===== config.mk =====
export PLATFORM = sky130hd
export DESIGN_NAME = mem_access_unit
export DESIGN_NICKNAME = d
export VERILOG_FILES = /design/src/rtl/mem_access_unit.sv
export SDC_FILE = /design/constraint.sdc
export NUM_CORES = 1
export LEC_CHECK = 0
export CORE_MARGIN = 2
export CORE_UTILIZATION = 46
export CTS_CLUSTER_DIAMETER = 50
export DETAILED_ROUTE_END_ITERATION = 16
export MAX_ROUTING_LAYER = met4
export PLACE_DENSITY = 0.79
export SYNTH_ARGS = -nofsm -noshare
export SYNTH_HDL_FRONTEND = slang
export SYNTH_SLANG_ARGS = --single-unit

===== constraint.sdc =====
create_clock -name clk -period 4.3 [get_ports clk]
set_clock_uncertainty 0.05 [all_clocks]
set_input_delay 0.645 -clock clk [delete_from_list [all_inputs] [get_ports clk]]
set_output_delay 0.645 -clock clk [all_outputs]
set_load 0.01 [all_outputs]

===== src/rtl/mem_access_unit.sv =====
// Byte/half/word load-store front end for a single-port word-wide data memory.
// Big-endian lanes; sub-word stores are done as read-modify-write.
module mem_access_unit #(
    parameter int unsigned ADDR_W          = 32,
    parameter bit          ERR_ON_BAD_SIZE = 1'b1
) (
    input  logic              clk,
    input  logic              rst,
    input  logic              req_valid,
    output logic              req_ready,
    input  logic              req_write,
    input  logic [1:0]        req_size,
    input  logic              req_unsigned,
    input  logic [ADDR_W-1:0] req_addr,
    input  logic [31:0]       req_wdata,
    output logic              resp_valid,
    output logic [31:0]       resp_rdata,
    output logic              resp_err,
    output logic [ADDR_W-1:0] mem_address,
    output logic [31:0]       mem_write_data,
    input  logic [31:0]       mem_read_data,
    output logic              mem_read,
    output logic              mem_write
);

    localparam logic [1:0] S_IDLE = 2'd0;
    localparam logic [1:0] S_RD   = 2'd1;
    localparam logic [1:0] S_WR   = 2'd2;
    localparam logic [1:0] S_RESP = 2'd3;

    localparam logic [1:0] SZ_BYTE = 2'b00;
    localparam logic [1:0] SZ_HALF = 2'b01;
    localparam logic [1:0] SZ_WORD = 2'b10;

    logic [1:0]        state_q,    state_d;
    logic [ADDR_W-1:0] addr_q,     addr_d;
    logic [1:0]        size_q,     size_d;
    logic              write_q,    write_d;
    logic              unsigned_q, unsigned_d;
    logic [31:0]       wdata_q,    wdata_d;
    logic [31:0]       word_q,     word_d;
    logic              err_q,      err_d;

    logic [1:0]  eff_size;
    logic        bad_size;
    logic        misaligned;
    logic [31:0] merged;
    logic [31:0] load_data;
    logic [7:0]  byte_sel;
    logic [15:0] half_sel;

    // Size 11 is either rejected or folded into a word access before latching.
    always_comb begin
        bad_size   = (req_size == 2'b11) && ERR_ON_BAD_SIZE;
        eff_size   = (req_size == 2'b11) ? SZ_WORD : req_size;
        misaligned = ((eff_size == SZ_WORD) && (req_addr[1:0] != 2'b00)) ||
                     ((eff_size == SZ_HALF) && req_addr[0]);
    end

    always_comb begin
        state_d    = state_q;
        addr_d     = addr_q;
        size_d     = size_q;
        write_d    = write_q;
        unsigned_d = unsigned_q;
        wdata_d    = wdata_q;
        word_d     = word_q;
        err_d      = err_q;
        case (state_q)
            S_IDLE: begin
                if (req_valid) begin
                    addr_d     = req_addr;
                    size_d     = eff_size;
                    write_d    = req_write;
                    unsigned_d = req_unsigned;
                    wdata_d    = req_wdata;
                    word_d     = '0;
                    err_d      = bad_size || misaligned;
                    if (bad_size || misaligned)
                        state_d = S_RESP;
                    else if (req_write && (eff_size == SZ_WORD))
                        state_d = S_WR;
                    else
                        state_d = S_RD;
                end
            end
            S_RD: begin
                word_d  = mem_read_data;
                state_d = write_q ? S_WR : S_RESP;
            end
            S_WR:    state_d = S_RESP;
            default: state_d = S_IDLE;
        endcase
    end

    always_comb begin
        merged = word_q;
        case (size_q)
            SZ_BYTE: begin
                case (addr_q[1:0])
                    2'd0:    merged[31:24] = wdata_q[7:0];
                    2'd1:    merged[23:16] = wdata_q[7:0];
                    2'd2:    merged[15:8]  = wdata_q[7:0];
                    default: merged[7:0]   = wdata_q[7:0];
                endcase
            end
            SZ_HALF: begin
                if (addr_q[1])
                    merged[15:0] = wdata_q[15:0];
                else
                    merged[31:16] = wdata_q[15:0];
            end
            default: merged = wdata_q;
        endcase
    end

    always_comb begin
        case (addr_q[1:0])
            2'd0:    byte_sel = word_q[31:24];
            2'd1:    byte_sel = word_q[23:16];
            2'd2:    byte_sel = word_q[15:8];
            default: byte_sel = word_q[7:0];
        endcase
        half_sel = addr_q[1] ? word_q[15:0] : word_q[31:16];
        case (size_q)
            SZ_BYTE: load_data = {{24{~unsigned_q & byte_sel[7]}}, byte_sel};
            SZ_HALF: load_data = {{16{~unsigned_q & half_sel[15]}}, half_sel};
            default: load_data = word_q;
        endcase
    end

    // Outputs decode straight from state_q so an async reset in WR drops mem_write at once.
    always_comb begin
        req_ready      = (state_q == S_IDLE);
        mem_read       = (state_q == S_RD);
        mem_write      = (state_q == S_WR);
        mem_address    = (mem_read || mem_write) ? {addr_q[ADDR_W-1:2], 2'b00} : '0;
        mem_write_data = mem_write ? merged : '0;
        resp_valid     = (state_q == S_RESP);
        resp_err       = resp_valid && err_q;
        resp_rdata     = (resp_valid && !err_q && !write_q) ? load_data : '0;
    end

    always_ff @(posedge clk or posedge rst) begin
        if (rst) begin
            state_q    <= S_IDLE;
            addr_q     <= '0;
            size_q     <= '0;
            write_q    <= 1'b0;
            unsigned_q <= 1'b0;
            wdata_q    <= '0;
            word_q     <= '0;
            err_q      <= 1'b0;
        end else begin
            state_q    <= state_d;
            addr_q     <= addr_d;
            size_q     <= size_d;
            write_q    <= write_d;
            unsigned_q <= unsigned_d;
            wdata_q    <= wdata_d;
            word_q     <= word_d;
            err_q      <= err_d;
        end
    end

endmodule


Word level (Yosys, flattened, before mapping)
Index checks and enable logic that the tools add are counted.

storage, ports and cells
  bits of input ports = 103
  word-level logic and storage cells = 61
  bits in registers = 103

operators by class
  reductions and logical operators = 19
  bitwise operators = 3
  mux-type cells = 21
  equal/unequal tests = 10

operator list
  cell                  number
  $pmux W32 S2          3
  $mux W32              4
  $mux W16              3
  $mux W8               4
  $pmux W8 S3           1
  $eq A2 B2 Y1 const B  5
  $eq A2 B1 Y1 const B  4
  $mux W2               4
  $logic_and A1 B1 Y1   6
  $logic_not A2 Y1      3
  $pmux W2 S3           1
  $reduce_and A2 Y1     2
  $reduce_bool A2 Y1    2
  $logic_or A1 B1 Y1    3
  $reduce_or A3 Y1      1
  $and A1 B1 Y1         2
  $logic_not A1 Y1      2
  $ne A2 B2 Y1 const B  1
  $mux W1               1
  $not A1 Y1            1

Logic depth before layout (Yosys ltp)
  depth after elaboration = 9
  gate-level depth with buffers = 7
  gate-level depth less buffers = 6

Worst setup path before layout
No wires, ideal clock.

  path kind = flip-flop to output port
  start point = register state_q[0]
  end point = output port resp_rdata[23]
  arrival time = 1.686 ns
  cell stages (with the launch flop) = 7
  data required time = 3.605 ns
  slack = 1.919 ns
  buffers on the path = 1
  cells stage by stage = dfrtp_1 ha_1 or3b_2 nor2_4 buf_2 nand2_1 nand2_1

on the way
  cells in the longest elaborated chain, start to end = 4

ends and longest elaborated chain
  element                            RTL line  text
  from (decl)                        35        logic [1:0] state_q, state_d;
  from (signal assigned)             155       state_q <= state_d;
  $eq A2 B2 Y1                       139       resp_valid = (state_q == S_RESP);
  named net resp_valid               16        output logic resp_valid,
  $logic_and A1 B1 Y1 (2 in series)  141       resp_rdata = (resp_valid && !err_q && !write_q) ? load_data : '0;
  $mux W32                           141
  to (decl)                          17        output logic [31:0] resp_rdata,

The timed path passes the listed nets, and every way through them passes these cells.

Worst setup path after layout
  start point = register addr_q[1]
  end point = output port mem_write_data[11]

on the way
  cells in the longest elaborated chain, start to end = 4
  elaborated cells on any way between the ends = 5
  classes of those cells = eq/ne: 1; mux: 4

ends and longest elaborated chain
  element                 RTL line  text
  from (decl)             36        logic [ADDR_W-1:0] addr_q, addr_d;
  from (signal assigned)  156       addr_q <= addr_d;
  $eq A2 B2 Y1            100       case (addr_q[1:0])
  $mux W8                 100
  $pmux W32 S2 *          98        case (size_q)
  $mux W32 *              138       mem_write_data = mem_write ? merged : '0;
  to (decl)               20        output logic [31:0] mem_write_data,

Mark *: on every way between the ends. The rest lies on a longest branch, timed or not.

==> results.sh <==
export IMPL_holdBufCountCts=0
export IMPL_synth_edf_count=0
export IMPL_grt_usage=0.295
export IMPL_syn_to_final_growth_pct=42.3
export IMPL_grt_pass1_vias=5258
export IMPL_initial_core_util=0.474
export IMPL_syn_area_per_cell_um2=10.8
export IMPL_antenna_found_initial=1
export IMPL_portBuffers=201
export IMPL_grt_max_degree=81
export IMPL_drt_antenna_violating_nets=0
export IMPL_worst_slack_ns=0.609
export IMPL_async_flop_share=1.00
export IMPL_ios=204
export IMPL_drv_cap=0
export IMPL_synth_seq_area_share=0.449
export IMPL_finalCritPeriodShare=0.858
export IMPL_wl_per_cell_um=20.9
export IMPL_peakVddDrop_uv=441
export IMPL_worstSkewPairLatency_ns=0.36
export IMPL_synth_most_common_cell="dfrtp_1"
export IMPL_layout_drive_gt1_share=0.165
export IMPL_rsz0062_at_grt="no"
export IMPL_clockBufferDepth=2
export IMPL_vias_per_cell=5.70
export IMPL_finalCriticalPeriod_ns=3.69
export IMPL_synthFlopType="dfrtp_1"
export IMPL_cts_sinks=103
export IMPL_worstPathRequired_ns=3.61
export IMPL_hold_class="register to register"
export IMPL_cts_buffers=9
export IMPL_synth_top_cell_by_area="dfrtp_1"
export IMPL_ys_types=48
export IMPL_slew_violations=0
export IMPL_drt_initial_drc_count=607
export IMPL_synthCells=534
export IMPL_cp_max_fo=15
export IMPL_tritoncts="yes"
export IMPL_clock_root_buffer="clkbuf_16"
export IMPL_drc=0
export IMPL_hold_path_depth=1
export IMPL_setup_tns_ns=0
export IMPL_ctsResizeCount=0
export IMPL_start_kind="register"
export IMPL_hold_viol=0
export IMPL_die_w_um=116
export IMPL_post_cts_buffers=0
export IMPL_fillers=958
export IMPL_end_kind="output pin"
export IMPL_rows=40
export IMPL_power_leakage_nw=3.37
export IMPL_clk_pin_slew_ns=0.07
export IMPL_design_core_area_um2=12100
export IMPL_dr_pass1_iters=5
export IMPL_die_area_um2=13400
export IMPL_synth_warnings=0
export IMPL_die_h_um=116
export IMPL_gp_congestion=0.913
export IMPL_worst_pin_slew_ns=1.05
export IMPL_max_slew_margin_rel=0.301
export IMPL_synth_top_area_frac=0.449
export IMPL_cp_arrival_ns=3.00
export IMPL_grt_pass1_wl_mm=28.7
export IMPL_seq_area_um2=2580
export IMPL_grt_ovfl_total=0
export IMPL_multi_input_area_um2=2940
export IMPL_p_per_area_nw_per_um2=763
export IMPL_vias=5074
export IMPL_dpl_hpwl_mm=13.9
export IMPL_netlist_top_cells_count="dfrtp_1, mux2_2, nand2_1"
export IMPL_status="finished, final reports clean"
export IMPL_setup_violations=0
export IMPL_synth_area_leaders="dfrtp_1, mux2_2, a22o_1"
export IMPL_dp_slack_ns=1.04
export IMPL_wl_mm=18.6
export IMPL_fin_nets=823
export IMPL_cts_max_level=3
export IMPL_max_freq_mhz=271
export IMPL_synth_seq_cells=103
export IMPL_netlist_area_um2=5750
export IMPL_critical_path_class="register to output pin"
export IMPL_reg2regPathDepth=5
==> path summary, 6_finish.rpt <==
path,start,end,slack [ns]
min,addr_q[8],addr_q[8],0.45
max in group asynchronous,rst,word_q[19],2.52
min in group asynchronous,rst,addr_q[24],0.79
min reg2reg,addr_q[8],addr_q[8],0.45
max,addr_q[1],mem_write_data[11],0.61
max reg2reg,state_q[0],wdata_q[6],1.94
==> metal layers <==
layer | share of wire | up-vias | wire length, µm | GRT usage
met3 | 0.093 | 30 | 1730 | 0.0800
met1 | 0.41 | 2501 | 7600 | 0.367
met4 | 0.022 | 0 | 412 | 0.0944
met5 | 0 | - | 0 | -
li1 | - | 2292 | - | -
met2 | 0.48 | 251 | 8890 | 0.469
==> stage by stage <==
| step | util | hold WS, ns | power (mW) | instance area (µm²) | instances |
|---|---|---|---|---|---|
| CTS | 0.675 | 0.453 | 6.25 | 8170 | 889 |
| global route | 0.675 | 0.470 | 6.60 | 8170 | 890 |
| floorplan | - | 0.421 | 3.85 | 5750 | 535 |
| global placement | 0.649 | 0.430 | 5.25 | 7860 | 873 |
| detailed placement | 0.649 | 0.437 | 5.36 | 7860 | 873 |
| finish | 0.675 | 0.450 | 6.23 | 8170 | 890 |
==> power breakdown <==
| group | switching, mW | internal (mW) |
|---|---|---|
| clock network | 0.377 | 0.474 |
| registers | 0.576 | 1.43 |
| logic | 1.55 | 1.82 |
==> critical path, cell delays in order (launching register included) <==
cell and delay, ns:
dfrtp_1 0.63, nor2b_1 0.65, mux2_1 0.39, a222oi_1 0.38, nor2b_1 0.09, clkdlybuf4s50_1 0.49
==> final cells by class <==
class / count / area share
multi-input cells: 381 / 0.360
flip-flops and latches: 103 / 0.315
repair buffers: 213 / 0.257
clock buffers: 11 / 0.0297
well taps: 168 / 0.0257
clock inverters: 5 / 0.00811
inverters: 8 / 0.00398
diodes: 1 / 0.000306
==> sequential cells by signal, indices dropped and copies added, names as in the netlist <==
name and cells:
addr_q 32, err_q 1, size_q 2, state_q 2
unsigned_q 1, wdata_q 32, word_q 32, write_q 1
==> cell usage in the layout (no fill, tap or decap), types with 4 or more instances in the layout <==
| cell type | instances |
|---|---|
| a21oi_1 | 33 |
| a21boi_0 | 4 |
| mux2i_1 | 21 |
| buf_4 | 12 |
| clkbuf_16 | 9 |
| mux2_2 | 79 |
| ha_1 | 4 |
| a22oi_1 | 8 |
| nor2_1 | 6 |
| nand2_1 | 43 |
| nor3_1 | 4 |
| dfrtp_1 | 103 |
| o21ai_0 | 22 |
| nand2b_1 | 9 |
| and2_1 | 39 |
| o221ai_1 | 7 |
| nor3b_1 | 7 |
| o31ai_1 | 8 |
| a22o_1 | 32 |
| inv_1 | 6 |
| clkdlybuf4s50_1 | 201 |
| nor2b_1 | 16 |
| a222oi_1 | 5 |
==> cell families (layout without fill, tap and decap cells) <==
kind of cell | Yosys count | in the layout | synth area share
buf+inv | 51 | 237 | 0.0414
compound gates | 137 | 137 | 0.173
other cells | 1 | 3 | 0.000653
simple gates | 134 | 134 | 0.129
mux | 104 | 104 | 0.199
flops | 103 | 103 | 0.449
fa+ha+maj | 4 | 4 | 0.00871
Note: power is estimated with default switching activity, not from simulation.
